`src/rtl/neotang_sdram_pkg.sv`:
```
// Shared types for the NeoTang SDRAM access path: arbiter FSM states,
// requester identifiers and byte-enable encodings.
package neotang_sdram_pkg;

  typedef enum logic [1:0] {
    IDLE   = 2'd0,
    CMD    = 2'd1,
    RDWAIT = 2'd2,
    DONE   = 2'd3
  } arb_state_t;

  typedef enum logic [1:0] {
    PORT_LD = 2'd0,
    PORT_A  = 2'd1,
    PORT_B  = 2'd2
  } arb_port_t;

  localparam logic [1:0] BE_LO   = 2'b01;
  localparam logic [1:0] BE_HI   = 2'b10;
  localparam logic [1:0] BE_WORD = 2'b11;

  // Byte lane select for a byte write at the given byte-address LSB.
  function automatic logic [1:0] byte_be(input logic addr_lsb);
    return addr_lsb ? BE_HI : BE_LO;
  endfunction

endpackage

```
`src/rtl/sdram_port_arbiter_if.sv`:
```
// Bundle of requester-side and controller-side signals around the SDRAM
// port arbiter. slave = arbiter view, master = requesters + controller view.
//
// Handshakes: a_rd/a_wr and b_rd/b_wr are request levels held until the
// matching x_ready pulse (one cycle, x_dout valid with it). ld_wr is a
// strobe that only counts in a cycle where ld_ready=1. mem_req is held with
// all mem_* stable until mem_ack; mem_rvalid/mem_rdata return read data
// any number of cycles after (or together with) mem_ack.
interface sdram_port_arbiter_if #(
  parameter int ADDR_W = 25
) ();
  import neotang_sdram_pkg::*;

  logic              loading;
  logic [ADDR_W-1:0] ld_addr;
  logic [7:0]        ld_data;
  logic              ld_wr;
  logic              ld_ready;

  logic [ADDR_W-1:0] a_addr;
  logic [15:0]       a_din;
  logic              a_rd;
  logic              a_wr;
  logic [15:0]       a_dout;
  logic              a_ready;

  logic [ADDR_W-1:0] b_addr;
  logic [15:0]       b_din;
  logic              b_rd;
  logic              b_wr;
  logic [15:0]       b_dout;
  logic              b_ready;

  logic              mem_req;
  logic              mem_we;
  logic [ADDR_W-2:0] mem_addr;
  logic [15:0]       mem_wdata;
  logic [1:0]        mem_be;
  logic              mem_ack;
  logic              mem_rvalid;
  logic [15:0]       mem_rdata;

  arb_state_t        dbg_state;

  modport slave (
    input  loading, ld_addr, ld_data, ld_wr,
    output ld_ready,
    input  a_addr, a_din, a_rd, a_wr,
    output a_dout, a_ready,
    input  b_addr, b_din, b_rd, b_wr,
    output b_dout, b_ready,
    output mem_req, mem_we, mem_addr, mem_wdata, mem_be,
    input  mem_ack, mem_rvalid, mem_rdata,
    output dbg_state
  );

  modport master (
    output loading, ld_addr, ld_data, ld_wr,
    input  ld_ready,
    output a_addr, a_din, a_rd, a_wr,
    input  a_dout, a_ready,
    output b_addr, b_din, b_rd, b_wr,
    input  b_dout, b_ready,
    input  mem_req, mem_we, mem_addr, mem_wdata, mem_be,
    output mem_ack, mem_rvalid, mem_rdata,
    input  dbg_state
  );
endinterface

```
`src/rtl/sdram_arb_grant.sv`:
```
// Grant selection for the SDRAM port arbiter: loader exclusive while
// loading, otherwise B over A with a saturating starvation counter that
// forces A after STARVE_LIMIT consecutive B grants while A waits.
// With SDRAM_ARB_PERF_EN, also reports when an A grant was forced.
module sdram_arb_grant
  import neotang_sdram_pkg::*;
#(
  parameter int STARVE_LIMIT = 8
) (
  input  logic      clk,
  input  logic      reset,
  input  logic      i_eval,
  input  logic      i_loading,
  input  logic      i_ld_wr,
  input  logic      i_a_req,
  input  logic      i_b_req,
  output logic      o_valid,
  output arb_port_t o_port
`ifdef SDRAM_ARB_PERF_EN
  ,
  output logic      o_forced
`endif
);

  localparam logic [7:0] LIMIT = 8'(STARVE_LIMIT);

  logic [7:0] r_starve_cnt;
  logic       w_forced;

  // Priority select: loader, then A if starved or alone, then B.
  always_comb begin
    o_valid  = 1'b0;
    o_port   = PORT_B;
    w_forced = 1'b0;
    if (i_loading) begin
      o_valid = i_ld_wr;
      o_port  = PORT_LD;
    end else if (i_a_req && (!i_b_req || (r_starve_cnt == LIMIT))) begin
      o_valid  = 1'b1;
      o_port   = PORT_A;
      w_forced = i_b_req;
    end else if (i_b_req) begin
      o_valid = 1'b1;
      o_port  = PORT_B;
    end
  end

`ifdef SDRAM_ARB_PERF_EN
  assign o_forced = w_forced;
`else
  logic w_unused_forced;
  assign w_unused_forced = w_forced;
`endif

  // Count B grants taken while A waits; clear when A is served or idle.
  always_ff @(posedge clk) begin
    if (reset) begin
      r_starve_cnt <= 8'd0;
    end else if (!i_a_req) begin
      r_starve_cnt <= 8'd0;
    end else if (i_eval && o_valid && (o_port == PORT_A)) begin
      r_starve_cnt <= 8'd0;
    end else if (i_eval && o_valid && (o_port == PORT_B) && (r_starve_cnt != LIMIT)) begin
      r_starve_cnt <= r_starve_cnt + 8'd1;
    end
  end

endmodule

```
`src/rtl/sdram_port_arbiter.sv`:
```
// Three-way arbiter in front of the single-command SDRAM controller:
// ROM loader byte writes, core port A and core port B word accesses.
// One transaction in flight; IDLE -> CMD -> (RDWAIT) -> DONE -> IDLE.
// Optional macro SDRAM_ARB_PERF_EN adds per-port completion counters and a
// forced-A-grant counter.
module sdram_port_arbiter
  import neotang_sdram_pkg::*;
#(
  parameter int ADDR_W       = 25,
  parameter int STARVE_LIMIT = 8
) (
  input  logic clk,
  input  logic reset,
  sdram_port_arbiter_if.slave bus
`ifdef SDRAM_ARB_PERF_EN
  ,
  output logic [31:0] perf_a_cnt,
  output logic [31:0] perf_b_cnt,
  output logic [31:0] perf_ld_cnt,
  output logic [31:0] perf_starve_cnt
`endif
);

  arb_state_t        r_state;
  arb_state_t        w_state_nxt;
  arb_port_t         r_port;
  logic              r_we;
  logic [ADDR_W-2:0] r_addr;
  logic [15:0]       r_wdata;
  logic [1:0]        r_be;
  logic [15:0]       r_a_dout;
  logic [15:0]       r_b_dout;

  logic      w_idle;
  logic      w_a_req;
  logic      w_b_req;
  logic      w_gnt_valid;
  arb_port_t w_gnt_port;
  logic      w_take;
  logic      w_rd_cap;
  logic      w_mem_req;
  logic      w_ld_ready;
  logic      w_a_ready;
  logic      w_b_ready;
  logic      w_unused_addr;

  assign w_idle  = (r_state == IDLE);
  assign w_a_req = bus.a_rd | bus.a_wr;
  assign w_b_req = bus.b_rd | bus.b_wr;
  assign w_take  = w_idle & w_gnt_valid;

  // Read data is captured in RDWAIT, or in CMD when ack and rvalid coincide.
  assign w_rd_cap = bus.mem_rvalid &
                    ((r_state == RDWAIT) | ((r_state == CMD) & bus.mem_ack & ~r_we));

  // Word accesses ignore the byte-address LSB.
  assign w_unused_addr = bus.a_addr[0] ^ bus.b_addr[0];

`ifdef SDRAM_ARB_PERF_EN
  logic w_forced;
`endif

  sdram_arb_grant #(
    .STARVE_LIMIT(STARVE_LIMIT)
  ) u_grant (
    .clk      (clk),
    .reset    (reset),
    .i_eval   (w_idle),
    .i_loading(bus.loading),
    .i_ld_wr  (bus.ld_wr),
    .i_a_req  (w_a_req),
    .i_b_req  (w_b_req),
    .o_valid  (w_gnt_valid),
    .o_port   (w_gnt_port)
`ifdef SDRAM_ARB_PERF_EN
    ,
    .o_forced (w_forced)
`endif
  );

  // FSM state register; reset aborts any transaction in flight.
  always_ff @(posedge clk) begin
    if (reset) r_state <= IDLE;
    else       r_state <= w_state_nxt;
  end

  // Next state and state-decoded outputs.
  always_comb begin
    w_state_nxt = r_state;
    w_mem_req   = 1'b0;
    w_ld_ready  = 1'b0;
    w_a_ready   = 1'b0;
    w_b_ready   = 1'b0;
    case (r_state)
      IDLE: begin
        w_ld_ready = bus.loading;
        if (w_gnt_valid) w_state_nxt = CMD;
      end
      CMD: begin
        w_mem_req = 1'b1;
        if (bus.mem_ack) w_state_nxt = (r_we || bus.mem_rvalid) ? DONE : RDWAIT;
      end
      RDWAIT: begin
        if (bus.mem_rvalid) w_state_nxt = DONE;
      end
      DONE: begin
        w_a_ready   = (r_port == PORT_A);
        w_b_ready   = (r_port == PORT_B);
        w_state_nxt = IDLE;
      end
      default: w_state_nxt = IDLE;
    endcase
  end

  // Latch the winning command so mem_* stay stable for the whole CMD phase.
  always_ff @(posedge clk) begin
    if (reset) begin
      r_port  <= PORT_LD;
      r_we    <= 1'b0;
      r_addr  <= '0;
      r_wdata <= 16'd0;
      r_be    <= 2'b00;
    end else if (w_take) begin
      r_port <= w_gnt_port;
      case (w_gnt_port)
        PORT_LD: begin
          r_we    <= 1'b1;
          r_addr  <= bus.ld_addr[ADDR_W-1:1];
          r_wdata <= {bus.ld_data, bus.ld_data};
          r_be    <= byte_be(bus.ld_addr[0]);
        end
        PORT_A: begin
          r_we    <= bus.a_wr;
          r_addr  <= bus.a_addr[ADDR_W-1:1];
          r_wdata <= bus.a_din;
          r_be    <= BE_WORD;
        end
        default: begin
          r_we    <= bus.b_wr;
          r_addr  <= bus.b_addr[ADDR_W-1:1];
          r_wdata <= bus.b_din;
          r_be    <= BE_WORD;
        end
      endcase
    end
  end

  // Read data holding registers, one per core port.
  always_ff @(posedge clk) begin
    if (reset) begin
      r_a_dout <= 16'd0;
      r_b_dout <= 16'd0;
    end else if (w_rd_cap) begin
      if (r_port == PORT_A) r_a_dout <= bus.mem_rdata;
      if (r_port == PORT_B) r_b_dout <= bus.mem_rdata;
    end
  end

`ifdef SDRAM_ARB_PERF_EN
  // Completion and forced-grant counters; free-running wrap.
  always_ff @(posedge clk) begin
    if (reset) begin
      perf_a_cnt      <= 32'd0;
      perf_b_cnt      <= 32'd0;
      perf_ld_cnt     <= 32'd0;
      perf_starve_cnt <= 32'd0;
    end else begin
      if (r_state == DONE) begin
        case (r_port)
          PORT_A:  perf_a_cnt  <= perf_a_cnt + 32'd1;
          PORT_B:  perf_b_cnt  <= perf_b_cnt + 32'd1;
          default: perf_ld_cnt <= perf_ld_cnt + 32'd1;
        endcase
      end
      if (w_take && w_forced) perf_starve_cnt <= perf_starve_cnt + 32'd1;
    end
  end
`endif

  assign bus.ld_ready  = w_ld_ready;
  assign bus.a_ready   = w_a_ready;
  assign bus.b_ready   = w_b_ready;
  assign bus.a_dout    = r_a_dout;
  assign bus.b_dout    = r_b_dout;
  assign bus.mem_req   = w_mem_req;
  assign bus.mem_we    = r_we;
  assign bus.mem_addr  = r_addr;
  assign bus.mem_wdata = r_wdata;
  assign bus.mem_be    = r_be;
  assign bus.dbg_state = r_state;

endmodule

```
`src/flat_wrapper.sv`:
```
// flat-port wrapper written by rule: the top's interface ports become plain ports
module sdram_port_arbiter_flat import neotang_sdram_pkg::*;
#(
  parameter int ADDR_W       = 25,
  parameter int STARVE_LIMIT = 8
)
  (clk, reset, bus_loading, bus_ld_addr, bus_ld_data, bus_ld_wr, bus_ld_ready, bus_a_addr, bus_a_din, bus_a_rd, bus_a_wr, bus_a_dout, bus_a_ready, bus_b_addr, bus_b_din, bus_b_rd, bus_b_wr, bus_b_dout, bus_b_ready, bus_mem_req, bus_mem_we, bus_mem_addr, bus_mem_wdata, bus_mem_be, bus_mem_ack, bus_mem_rvalid, bus_mem_rdata, bus_dbg_state);
  sdram_port_arbiter_if #(.ADDR_W(ADDR_W)) bus_i ();
  input  logic clk;
  input  logic reset;
  input wire logic [$bits(bus_i.loading)-1:0] bus_loading;
  input wire logic [$bits(bus_i.ld_addr)-1:0] bus_ld_addr;
  input wire logic [$bits(bus_i.ld_data)-1:0] bus_ld_data;
  input wire logic [$bits(bus_i.ld_wr)-1:0] bus_ld_wr;
  output wire logic [$bits(bus_i.ld_ready)-1:0] bus_ld_ready;
  input wire logic [$bits(bus_i.a_addr)-1:0] bus_a_addr;
  input wire logic [$bits(bus_i.a_din)-1:0] bus_a_din;
  input wire logic [$bits(bus_i.a_rd)-1:0] bus_a_rd;
  input wire logic [$bits(bus_i.a_wr)-1:0] bus_a_wr;
  output wire logic [$bits(bus_i.a_dout)-1:0] bus_a_dout;
  output wire logic [$bits(bus_i.a_ready)-1:0] bus_a_ready;
  input wire logic [$bits(bus_i.b_addr)-1:0] bus_b_addr;
  input wire logic [$bits(bus_i.b_din)-1:0] bus_b_din;
  input wire logic [$bits(bus_i.b_rd)-1:0] bus_b_rd;
  input wire logic [$bits(bus_i.b_wr)-1:0] bus_b_wr;
  output wire logic [$bits(bus_i.b_dout)-1:0] bus_b_dout;
  output wire logic [$bits(bus_i.b_ready)-1:0] bus_b_ready;
  output wire logic [$bits(bus_i.mem_req)-1:0] bus_mem_req;
  output wire logic [$bits(bus_i.mem_we)-1:0] bus_mem_we;
  output wire logic [$bits(bus_i.mem_addr)-1:0] bus_mem_addr;
  output wire logic [$bits(bus_i.mem_wdata)-1:0] bus_mem_wdata;
  output wire logic [$bits(bus_i.mem_be)-1:0] bus_mem_be;
  input wire logic [$bits(bus_i.mem_ack)-1:0] bus_mem_ack;
  input wire logic [$bits(bus_i.mem_rvalid)-1:0] bus_mem_rvalid;
  input wire logic [$bits(bus_i.mem_rdata)-1:0] bus_mem_rdata;
  output wire logic [$bits(bus_i.dbg_state)-1:0] bus_dbg_state;
  assign bus_i.loading = bus_loading;
  assign bus_i.ld_addr = bus_ld_addr;
  assign bus_i.ld_data = bus_ld_data;
  assign bus_i.ld_wr = bus_ld_wr;
  assign bus_ld_ready = bus_i.ld_ready;
  assign bus_i.a_addr = bus_a_addr;
  assign bus_i.a_din = bus_a_din;
  assign bus_i.a_rd = bus_a_rd;
  assign bus_i.a_wr = bus_a_wr;
  assign bus_a_dout = bus_i.a_dout;
  assign bus_a_ready = bus_i.a_ready;
  assign bus_i.b_addr = bus_b_addr;
  assign bus_i.b_din = bus_b_din;
  assign bus_i.b_rd = bus_b_rd;
  assign bus_i.b_wr = bus_b_wr;
  assign bus_b_dout = bus_i.b_dout;
  assign bus_b_ready = bus_i.b_ready;
  assign bus_mem_req = bus_i.mem_req;
  assign bus_mem_we = bus_i.mem_we;
  assign bus_mem_addr = bus_i.mem_addr;
  assign bus_mem_wdata = bus_i.mem_wdata;
  assign bus_mem_be = bus_i.mem_be;
  assign bus_i.mem_ack = bus_mem_ack;
  assign bus_i.mem_rvalid = bus_mem_rvalid;
  assign bus_i.mem_rdata = bus_mem_rdata;
  assign bus_dbg_state = bus_i.dbg_state;
  sdram_port_arbiter #(.ADDR_W(ADDR_W), .STARVE_LIMIT(STARVE_LIMIT)) u_core (.clk(clk), .reset(reset), .bus(bus_i));
endmodule
```
`config.mk`:
```
export PLATFORM = sky130hd
export DESIGN_NAME = sdram_port_arbiter_flat
export DESIGN_NICKNAME = d
export VERILOG_FILES = /design/src/rtl/neotang_sdram_pkg.sv /design/src/rtl/sdram_port_arbiter_if.sv /design/src/rtl/sdram_arb_grant.sv /design/src/rtl/sdram_port_arbiter.sv /design/src/flat_wrapper.sv
export SDC_FILE = /design/constraint.sdc
export NUM_CORES = 1
export LEC_CHECK = 0
export CAP_MARGIN = 20
export CORE_MARGIN = 4
export CORE_UTILIZATION = 55
export CTS_CLUSTER_DIAMETER = 40
export CTS_CLUSTER_SIZE = 10
export DETAILED_ROUTE_END_ITERATION = 8
export DONT_BUFFER_PORTS = 1
export PLACE_DENSITY = 0.73
export SYNTH_ARGS = -nofsm -noshare
export SYNTH_HDL_FRONTEND = slang
export SYNTH_SLANG_ARGS = --single-unit
```
`constraint.sdc`:
```
create_clock -name clk -period 1.86 [get_ports clk]
set_input_delay 0.372 -clock clk [delete_from_list [all_inputs] [get_ports clk]]
set_output_delay 0.372 -clock clk [all_outputs]
set_load 0.005 [all_outputs]
```
==> Word level (Yosys, flattened, before mapping) <==
Index checks and enable logic that the tools add are counted.
{ "totals": {"romBits": 0, "ram_bits": 0, "regBits": 87, "in_bits": 141, "output_inout_bits": 81, "latch_bits": 0, "memories": 0} }
{ "classes": {"n_shift": 0, "multipliers": 0, "n_bitwise": 9, "muxes": 19, "div_mod_pow": 0, "reduce_logical": 14, "addsub": 1, "n_eq_ne": 12, "magnitude_cmp": 0} }
{ "ops": {"columns": ["operator", "n"], "rows": [
  ["$pmux W24 S2", 1],
  ["$pmux W16 S2", 1],
  ["$mux W2", 7],
  ["$add A8 B1 Y8 const B", 1],
  ["$eq A2 B2 Y1 const B", 4],
  ["$eq A8 B4 Y1 const B", 1],
  ["$mux W1", 8],
  ["$ne A8 B4 Y1 const B", 1],
  ["$pmux W2 S4", 1],
  ["$eq A2 B1 Y1 const B", 3],
  ["$logic_and A1 B1 Y1", 5],
  ["$and A1 B1 Y1", 4],
  ["$logic_not A2 Y1", 2],
  ["$ne A2 B2 Y1 const B", 2],
  ["$reduce_and A2 Y1", 2],
  ["$or A1 B1 Y1", 3],
  ["$reduce_and A3 Y1", 1],
  ["$reduce_or A3 Y1", 1],
  ["$logic_or A1 B1 Y1", 2],
  ["$ne A2 B1 Y1 const B", 1],
  ["$not A1 Y1", 2],
  ["$pmux W1 S2", 1],
  ["$logic_not A1 Y1", 1]
]} }

==> Longest topological paths before layout <==
Gate-level depths: netlist of the first run.
{ "depth": {"word_depth": 9, "ltp_mapped": 9} }

==> Hierarchy <==
Synthesis of the first run repeated with hierarchy kept, for this count alone.
{ "hier_totals": {"hier_cells": 501, "area_unflattened_um2": 4625.7} }
{ "by_module_without_submodules": {"columns": ["module", "area_per_inst_um2", "cells_each", "seq_area_each_um2", "n_inst"], "rows": [
  ["sdram_port_arbiter", 4139.0, 446, 1581.5, 1],
  ["sdram_arb_grant", 486.7, 55, 160.2, 1]
]} }

==> Worst setup path before layout of the first run <==
No wires, ideal clock.
{ "synth_timing": {"path_type": "register to register", "from": "register u_core.r_state[1] (netlist: u_core.bus.dbg_state[1])", "to": "register u_core.r_a_dout[10] (netlist: u_core.bus.a_dout[10])", "setup_slack_ns": -0.272, "t_arrival_ns": 2.005, "stages_incl_launch_ff": 10, "t_required_ns": 1.732, "setup_ns": 0.128, "n_path_buf": 2, "period_less_slack_ns": 2.132, "path_cell_list": "dfxtp_1 inv_1 ha_1 and3b_1 o21ai_0 or3b_2 clkbuf_1 buf_2 mux2i_1 nor2_1"} }
{ "synth_between": {"elab_chain_len": 6} }
{ "synth_lines": {"columns": ["item", "line_no", "rtl"], "rows": [
  ["start: declaration", "sdram_port_arbiter.sv:24", "arb_state_t r_state;"],
  ["start signal: assignment", "sdram_port_arbiter.sv:84", "else r_state <= w_state_nxt;"],
  ["$eq A2 B1 Y1", "sdram_port_arbiter.sv:54", "((r_state == RDWAIT) | ((r_state == CMD) & bus.mem_ack & ~r_we));"],
  ["$and A1 B1 Y1 (2 in a row)", "sdram_port_arbiter.sv:54", null],
  ["$or A1 B1 Y1 (*)", "sdram_port_arbiter.sv:54", null],
  ["$and A1 B1 Y1 (*)", "sdram_port_arbiter.sv:53", "assign w_rd_cap = bus.mem_rvalid &"],
  ["$reduce_and A2 Y1 (no line) (*)", null, null],
  ["end signal: assignment", "sdram_port_arbiter.sv:154", "if (r_port == PORT_A) r_a_dout <= bus.mem_rdata;"],
  ["end: declaration", "sdram_port_arbiter.sv:31", "logic [15:0] r_a_dout;"]
]} }
Mark *: on every way between the ends. The rest lies on a longest branch, timed or not.
A chain may end at the register's enable or synchronous reset.

==> Final worst setup path of the first run <==
{ "layout_timing": {"from": "register u_core.u_grant.r_starve_cnt[0]", "to": "register u_core.r_wdata[9] (netlist: u_core.bus.mem_wdata[9])"} }
{ "layout_between": {"elab_chain_len": 7} }
{ "layout_lines": {"columns": ["item", "line_no", "rtl"], "rows": [
  ["start: declaration", "sdram_arb_grant.sv:27", "logic [7:0] r_starve_cnt;"],
  ["start signal: assignment", "sdram_arb_grant.sv:64", "r_starve_cnt <= r_starve_cnt + 8'd1;"],
  ["$eq A8 B4 Y1 (*)", "sdram_arb_grant.sv:38", "end else if (i_a_req && (!i_b_req || (r_starve_cnt == LIMIT))) begin"],
  ["$logic_or A1 B1 Y1 (*)", "sdram_arb_grant.sv:38", null],
  ["$logic_and A1 B1 Y1 (*)", "sdram_arb_grant.sv:38", null],
  ["$mux W2", "sdram_arb_grant.sv:38", null],
  ["$mux W2", "sdram_arb_grant.sv:35", "if (i_loading) begin"],
  ["$eq A2 B1 Y1 or $logic_not A2 Y1 (tied branches)", "sdram_port_arbiter.sv:125", "case (w_gnt_port)"],
  ["$pmux W16 S2", "sdram_port_arbiter.sv:125", null],
  ["end signal: assignment", "sdram_port_arbiter.sv:129", "r_wdata <= {bus.ld_data, bus.ld_data};"],
  ["end signal: assignment", "sdram_port_arbiter.sv:135", "r_wdata <= bus.a_din;"],
  ["end signal: assignment", "sdram_port_arbiter.sv:141", "r_wdata <= bus.b_din;"],
  ["end: declaration", "sdram_port_arbiter.sv:29", "logic [15:0] r_wdata;"]
]} }
Marks and branches as above.

==> impl_metrics.env, run 1 <==
export IMPL_run_status="finished with violations"
export IMPL_violations="negative setup slack"
export IMPL_tightestPinTransition_ns=0.489
export IMPL_power_density_nw_per_um2=1060
export IMPL_holdPathStages=1
export IMPL_cp_slowest_stage_delay_ns=0.49
export IMPL_syn_inst=440
export IMPL_worstPathMaxFanout=7
export IMPL_synth_main_ff_cell="dfxtp_1"
export IMPL_grt_max_degree=52
export IMPL_dp_hpwl_um=7880
export IMPL_ios=222
export IMPL_gp_congestion=0.778
export IMPL_synth_edf_count=0
export IMPL_worstReg2RegStart="u_core.u_grant.r_starve_cnt[0]$_SDFFE_PP0P_"
export IMPL_required_ns=2.10
export IMPL_fmax_mhz=498
export IMPL_synth_top_cell_area_share_pct=42.4
export IMPL_yosysWarnings=0
export IMPL_synth_largest_area_cell="dfxtp_1"
export IMPL_rsz0062_at_grt="true"
export IMPL_viasPerCell=5.90
export IMPL_hp_class="in -> reg"
export IMPL_worst_path_max_delay_cell="or4b_4"
export IMPL_n_antenna_cell=0
export IMPL_p_leak_nw=2.17
export IMPL_cts_buffers_inserted=9
export IMPL_worstHoldStart="reset"
export IMPL_antenna_left=0
export IMPL_die_area_um2=8910
export IMPL_hold_ws_ns=0.0713
export IMPL_whs_endpoint="u_core.bus.b_dout[1]$_SDFFE_PP0P_"
export IMPL_regToRegEndpoint="u_core.bus.mem_wdata[9]$_SDFFE_PP0N_"
export IMPL_synth_area_leaders="dfxtp_1 42%, mux2i_1 14%, nor2_1 7.8%"
export IMPL_port_buffers=0
export IMPL_grt_pass1_vias=3194
export IMPL_num_rows=31
export IMPL_final_core_util_pct=66.1
export IMPL_drive_gt1_share_pct=18.8
export IMPL_initial_core_util_pct=56.6
export IMPL_dp_cells=538
export IMPL_grt_pass1_wl_um=15700
export IMPL_setup_tns_ns=-4.62
export IMPL_drt_iter0_markers=97
export IMPL_clock_skew_ns=0.0145
export IMPL_synth_area_um2=4110
export IMPL_setup_viol=48
export IMPL_cp_start_kind="flop"
export IMPL_synth_seq_area_share_pct=42.4
export IMPL_drt_wl_total_um=11000
export IMPL_dr_pass1_iters=4
export IMPL_synth_cell_types=51
export IMPL_post_route_period_util_pct=108
export IMPL_clockBufferDepth=2
export IMPL_areaGrowthSynthToFinish_pct=16.9
export IMPL_cts_tree="done"
export IMPL_ir_drop_uv=560
export IMPL_vias=3314
export IMPL_reg2reg_slack_ns=-0.15
export IMPL_crit_type="reg -> reg"
export IMPL_h_tree_depth=3
export IMPL_drv_cap=0
export IMPL_clk_pin_slew_ns=0.10
export IMPL_routedWlPerCell_um=19.6
export IMPL_rr_worst_depth=9
export IMPL_die_h_um=94.4
export IMPL_insertion_delay_ns=0.35
export IMPL_die_x_um=94.4
export IMPL_syn_nets=588
export IMPL_hold_viol_final=0
export IMPL_crit_chain="inv_2 > ha_4 > or4b_4 > o21a_2 > o21bai_4 > buf_12 > buf_4 > a21o_1 > o2bb2ai_1"
export IMPL_final_nets=606
export IMPL_crit_arrival_ns=2.25
export IMPL_syn_area_per_cell_um2=9.33
export IMPL_core_area_um2=7250
export IMPL_clock_sinks=87
export IMPL_cts_hold_buf=0
export IMPL_drc_errors=0
export IMPL_grt_overflow_total=0
export IMPL_grt_util_all_layers_pct=22.3
export IMPL_slew_headroom_pct=67.4
export IMPL_min_period_ns=2.01
export IMPL_ys_ff_latch=87
export IMPL_layout_setup_ws_ns=-0.147
export IMPL_finalNonFillerCells=562
export IMPL_grt_antenna_before_repair=0
export IMPL_cts_root_buf="clkbuf_8"
export IMPL_worst_setup_path_end_kind="flop"
export IMPL_async_reset_ff_share_pct=0
export IMPL_drv_slew=0
routing by layer:
layer	track usage [%]	routed length (um)	share of wire, %	up-vias
met3	8.21	1080	9.8	4
met4	4.81	62	0.56	0
li1	-	-	-	1593
met1	26.6	4310	39	1559
met2	38.4	5570	51	158
met5	0	0	0	-
placed cells by master (no fill, tap or decap), drive strengths merged, types with 3 or more instances in the layout:
cell,synthesis,final
mux2i,59,59
nand2,10,10
ha,7,7
nor3,3,3
nand2b,3,3
inv,14,17
nand3,5,5
clkbuf,14,11
and3b,3,3
o2bb2ai,35,35
or3,3,3
dfxtp,87,87
o21ai,17,17
buf,16,34
or3b,3,3
a21o,25,25
a21oi,12,12
xor2,5,5
nor2,86,86
cell families after synthesis:
family | count (synthesis) | share of synthesized area (%)
muxes | 61 | 14.9
DFF | 87 | 42.4
xor gates and xnor gates | 7 | 1.49
buffers and inverters | 44 | 4.85
and+or+nand+nor | 128 | 14.4
adders and majority gates | 7 | 2.13
AOI/OAI and AO/OA | 106 | 19.7
worst max path at each step:
| stage | from | endpoint | slack [ns] | cells past startpoint |
|---|---|---|---|---|
| after floorplan | u_core.u_grant.r_starve_cnt[0]$_SDFFE_PP0P_ | u_core.bus.mem_wdata[15]$_SDFFE_PP0N_ | -0.10 | 7 |
| after global placement | u_core.u_grant.r_starve_cnt[1]$_SDFFE_PP0P_ | u_core.bus.mem_wdata[7]$_SDFFE_PP0N_ | -0.12 | 7 |
| after detailed placement | u_core.u_grant.r_starve_cnt[1]$_SDFFE_PP0P_ | u_core.bus.mem_wdata[15]$_SDFFE_PP0N_ | -0.16 | 7 |
| after CTS | u_core.u_grant.r_starve_cnt[0]$_SDFFE_PP0P_ | u_core.bus.mem_wdata[15]$_SDFFE_PP0N_ | -0.15 | 7 |
| after global routing | u_core.u_grant.r_starve_cnt[1]$_SDFFE_PP0P_ | u_core.bus.mem_wdata[15]$_SDFFE_PP0N_ | -0.22 | 7 |
| final | u_core.u_grant.r_starve_cnt[0]$_SDFFE_PP0P_ | u_core.bus.mem_wdata[9]$_SDFFE_PP0N_ | -0.15 | 9 |
flip-flops by register name, indices dropped and copies added, names as in the netlist:
register and cells:
u_core.bus.dbg_state 2, u_core.u_grant.r_starve_cnt 8, u_core.bus.a_dout 16, u_core.bus.b_dout 16
u_core.r_port 2, u_core.bus.mem_wdata 16, u_core.bus.mem_we 1, u_core.bus.mem_addr 24
u_core.bus.mem_be 2
final cells by class:
class,instances,area (um2)
fillers,620,2460
multi-input cells,310,2270
flip-flops and latches,87,1750
repair buffers,36,392
clock buffers,9,124
well taps,99,124
clock inverters,7,90.1
inverters,14,52.6
critical path, delay by kind of cell, from the launching register on:
family                     cells  cell delay, ns
and+or+nand+nor                1            0.49
buffers and inverters          3            0.35
DFF                            1            0.33
AOI/OAI and AO/OA              4            0.60
adders and majority gates      1            0.12
cell usage after synthesis (3+ instances only):
cell type / count
xor2_1: 5
nor3_1: 3
or3_1: 3
inv_1: 14
nor2_1: 85
nand2b_1: 3
ha_1: 7
dfxtp_1: 87
mux2i_1: 59
clkbuf_1: 14
nand3_1: 5
and3b_1: 3
buf_2: 12
or3b_2: 3
o21ai_0: 14
a21oi_1: 12
nand2_1: 10
a21o_1: 25
o2bb2ai_1: 35
per-stage QoR:
| stage | area (um2) | setup WS, ns | power (mW) |
|---|---|---|---|
| global placement | 4390 | -0.118 | 3.65 |
| detailed placement | 4390 | -0.157 | 3.69 |
| finish | 4800 | -0.147 | 5.11 |
| floorplan | 4210 | -0.102 | 3.34 |
| global route | 4800 | -0.222 | 5.40 |
| CTS | 4680 | -0.146 | 5.09 |
report_power, final:
| part | internal (mW) | total, mW | switching, mW | leakage (nW) |
|---|---|---|---|---|
| registers | 2.21 | 2.52 | 0.314 | 0.712 |
| logic | 0.601 | 1.21 | 0.608 | 1.35 |
| clock network | 0.650 | 1.37 | 0.723 | 0.101 |
repair_timing:
action | in CTS | in global routing
cloned | 1 | 3
gates resized for setup | 19 | 11
pin swaps | 2 | 1
buffers inserted | 3 | 2
setup endpoints to repair | 48 | 66
hold endpoints to repair | 0 | 0
(Power assumes the default switching activity.)
==> run 2: changes to the inputs <==
--- a/config.mk
+++ b/config.mk
@@ -13,6 +13,8 @@
 export DETAILED_ROUTE_END_ITERATION = 8
 export DONT_BUFFER_PORTS = 1
 export PLACE_DENSITY = 0.73
+export RECOVER_POWER = 100
+export REMOVE_ABC_BUFFERS = 1
 export SYNTH_ARGS = -nofsm -noshare
 export SYNTH_HDL_FRONTEND = slang
 export SYNTH_SLANG_ARGS = --single-unit
==> run 2 against run 1 <==
  * Combinational power grew 7%
  * Non-clock buffer count grew 6
  * Worst setup slack lost 0.064 ns
  * Flip-flop and latch count did not move
  * First-iteration DRC count increased by 18%
  * The run still ends with negative setup slack left
  * Count of clock-buffer cells in the layout unchanged
  * Sequential share of layout area down 1.2 points
  * Via count grew 4.0%
  * Wire length increased by 7.0%
==> impl_metrics.env, run 2 (synthesis results as in run 1) <==
export IMPL_run_status="finished with violations"
export IMPL_violations="negative setup slack"
export IMPL_worst_path_max_delay_cell="or4b_4"
export IMPL_crit_chain="inv_2 > ha_4 > or4b_4 > o21a_4 > o21bai_4 > buf_12 > clkbuf_16 > a21o_1 > o2bb2ai_1"
export IMPL_drive_gt1_share_pct=20.9
export IMPL_cts_tree="done"
export IMPL_crit_arrival_ns=2.33
export IMPL_grt_pass1_wl_um=16400
export IMPL_areaGrowthSynthToFinish_pct=20.4
export IMPL_cp_start_kind="flop"
export IMPL_crit_end="u_core.bus.mem_addr[13]$_SDFFE_PP0N_"
export IMPL_grt_util_all_layers_pct=23.7
export IMPL_vias=3445
export IMPL_required_ns=2.12
export IMPL_largest_reg_flops=24
export IMPL_port_buffers=0
export IMPL_crit_type="reg -> reg"
export IMPL_die_area_um2=8910
export IMPL_drv_slew=0
export IMPL_die_h_um=94.4
export IMPL_worstReg2RegStart="u_core.u_grant.r_starve_cnt[1]$_SDFFE_PP0P_"
export IMPL_ios=222
export IMPL_min_period_ns=2.07
export IMPL_slew_headroom_pct=69.7
export IMPL_total_power_mw=5.10
export IMPL_initial_core_util_pct=56.6
export IMPL_post_route_period_util_pct=111
export IMPL_grt_max_degree=45
export IMPL_final_cell_area_um2=4940
export IMPL_rsz0062_at_grt="true"
export IMPL_p_leak_nw=2.23
export IMPL_cts_root_buf="clkbuf_8"
export IMPL_regToRegEndpoint="u_core.bus.mem_addr[13]$_SDFFE_PP0N_"
export IMPL_worst_setup_path_end_kind="flop"
export IMPL_gp_congestion=0.868
export IMPL_fmax_mhz=483
export IMPL_num_rows=31
export IMPL_final_cell_mix="86 x dfxtp_1, 78 x nor2_1, 59 x mux2i_1, 26 x o2bb2ai_1, 25 x a21o_1"
export IMPL_clk_pin_slew_ns=0.09
export IMPL_viasPerCell=6.08
export IMPL_setup_viol=54
export IMPL_cp_slowest_stage_delay_ns=0.50
export IMPL_crit_family="compound AO/OA/AOI/OAI gates"
export IMPL_drt_iter0_markers=114
export IMPL_layout_setup_ws_ns=-0.211
export IMPL_dr_pass1_iters=5
export IMPL_n_antenna_cell=0
export IMPL_cts_buffers_inserted=9
export IMPL_clock_sinks=87
export IMPL_drv_cap=0
export IMPL_die_x_um=94.4
export IMPL_grt_overflow_total=0
export IMPL_ir_drop_uv=506
export IMPL_grt_pass1_vias=3257
export IMPL_tightestPinTransition_ns=0.453
export IMPL_clockBufferDepth=2
export IMPL_path_depth=9
export IMPL_drt_wl_total_um=11800
export IMPL_antenna_left=0
export IMPL_cts_hold_buf=0
export IMPL_clock_skew_ns=0.0161
export IMPL_placed_area_um2=4370
export IMPL_worstPathMaxFanout=7
export IMPL_routedWlPerCell_um=20.8
export IMPL_path_buf_inv=3
export IMPL_crit_path_start="u_core.u_grant.r_starve_cnt[1]$_SDFFE_PP0P_"
export IMPL_layout_commonest_cell="dfxtp_1"
export IMPL_rr_worst_depth=9
export IMPL_hp_class="in -> reg"
export IMPL_reg2reg_slack_ns=-0.21
export IMPL_drc_errors=0
export IMPL_final_nets=611
export IMPL_grt_antenna_before_repair=0
export IMPL_power_density_nw_per_um2=1030
export IMPL_hold_viol_final=0
export IMPL_insertion_delay_ns=0.37
export IMPL_h_tree_depth=3
export IMPL_dp_hpwl_um=8300
export IMPL_core_area_um2=7250
-- run 2: final cells by class --
cell class                 count  area [um2]
multi-input combinational    309        2330
fill                         575        2310
sequential                    87        1740
timing repair buffer          42         502
clock buffer                   9         124
tap                           99         124
clock inverter                 7        66.3
inverter                      14        52.6
-- run 2: report_power, final --
part / internal [mW] / switching (mW)
Sequential: 2.21 / 0.316
Combinational: 0.645 / 0.649
Clock: 0.526 / 0.754
Total: 3.38 / 1.72
-- run 2: layer usage --
metal,up-vias,GRT usage [%],part of all wire [%]
met1,1614,26.8,36
li1,1606,-,-
met2,197,40.7,50
met4,0,10.8,3.0
met3,28,7.57,11
met5,-,0,0
-- run 2: worst min path at each step --
stage	startpoint	endpoint	slack (ns)	cells after the start
floorplan	reset	u_core.r_port[0]$_SDFFE_PP0N_	0.44	1
global placement	reset	u_core.r_port[0]$_SDFFE_PP0N_	0.45	1
detailed placement	reset	u_core.r_port[1]$_SDFFE_PP0N_	0.45	1
CTS	reset	u_core.bus.a_dout[13]$_SDFFE_PP0P_	0.05	1
global route	reset	u_core.bus.a_dout[7]$_SDFFE_PP0P_	0.04	1
finish	reset	u_core.bus.dbg_state[0]$_SDFFE_PP0P_	0.07	1
-- run 2: per-stage QoR --
| step | setup TNS, ns | setup slack (ns) | hold slack, ns | std cells | util (%) |
|---|---|---|---|---|---|
| 2_1_floorplan | -32.45 | -0.946 | 0.441 | 410 | - |
| 3_3_place_gp | -3.28 | -0.145 | 0.447 | 537 | 60.2 |
| 3_5_place_dp | -5.22 | -0.197 | 0.450 | 537 | 60.2 |
| 4_1_cts | -4.14 | -0.143 | 0.0504 | 554 | 63.2 |
| 5_1_grt | -12.78 | -0.279 | 0.0445 | 567 | 68.2 |
| 6_report | -6.76 | -0.211 | 0.0733 | 567 | 68.2 |
-- run 2: repair_timing --
action                                  4_1_cts  5_1_grt
gates resized for setup                      13       48
endpoints found under the hold margin         0        0
buffers inserted                              1        7
pin swaps                                     2       24
gates cloned                                  0        7
endpoints found under the setup margin       59       68
-- run 2: worst reg2reg max path: cells and delay by family (launching register included) --
family / cells / cell delay, ns
DFF: 1 / 0.34
AOI/OAI and AO/OA: 4 / 0.63
adders and majority gates: 1 / 0.11
and+or+nand+nor: 1 / 0.50
buffers and inverters: 3 / 0.40
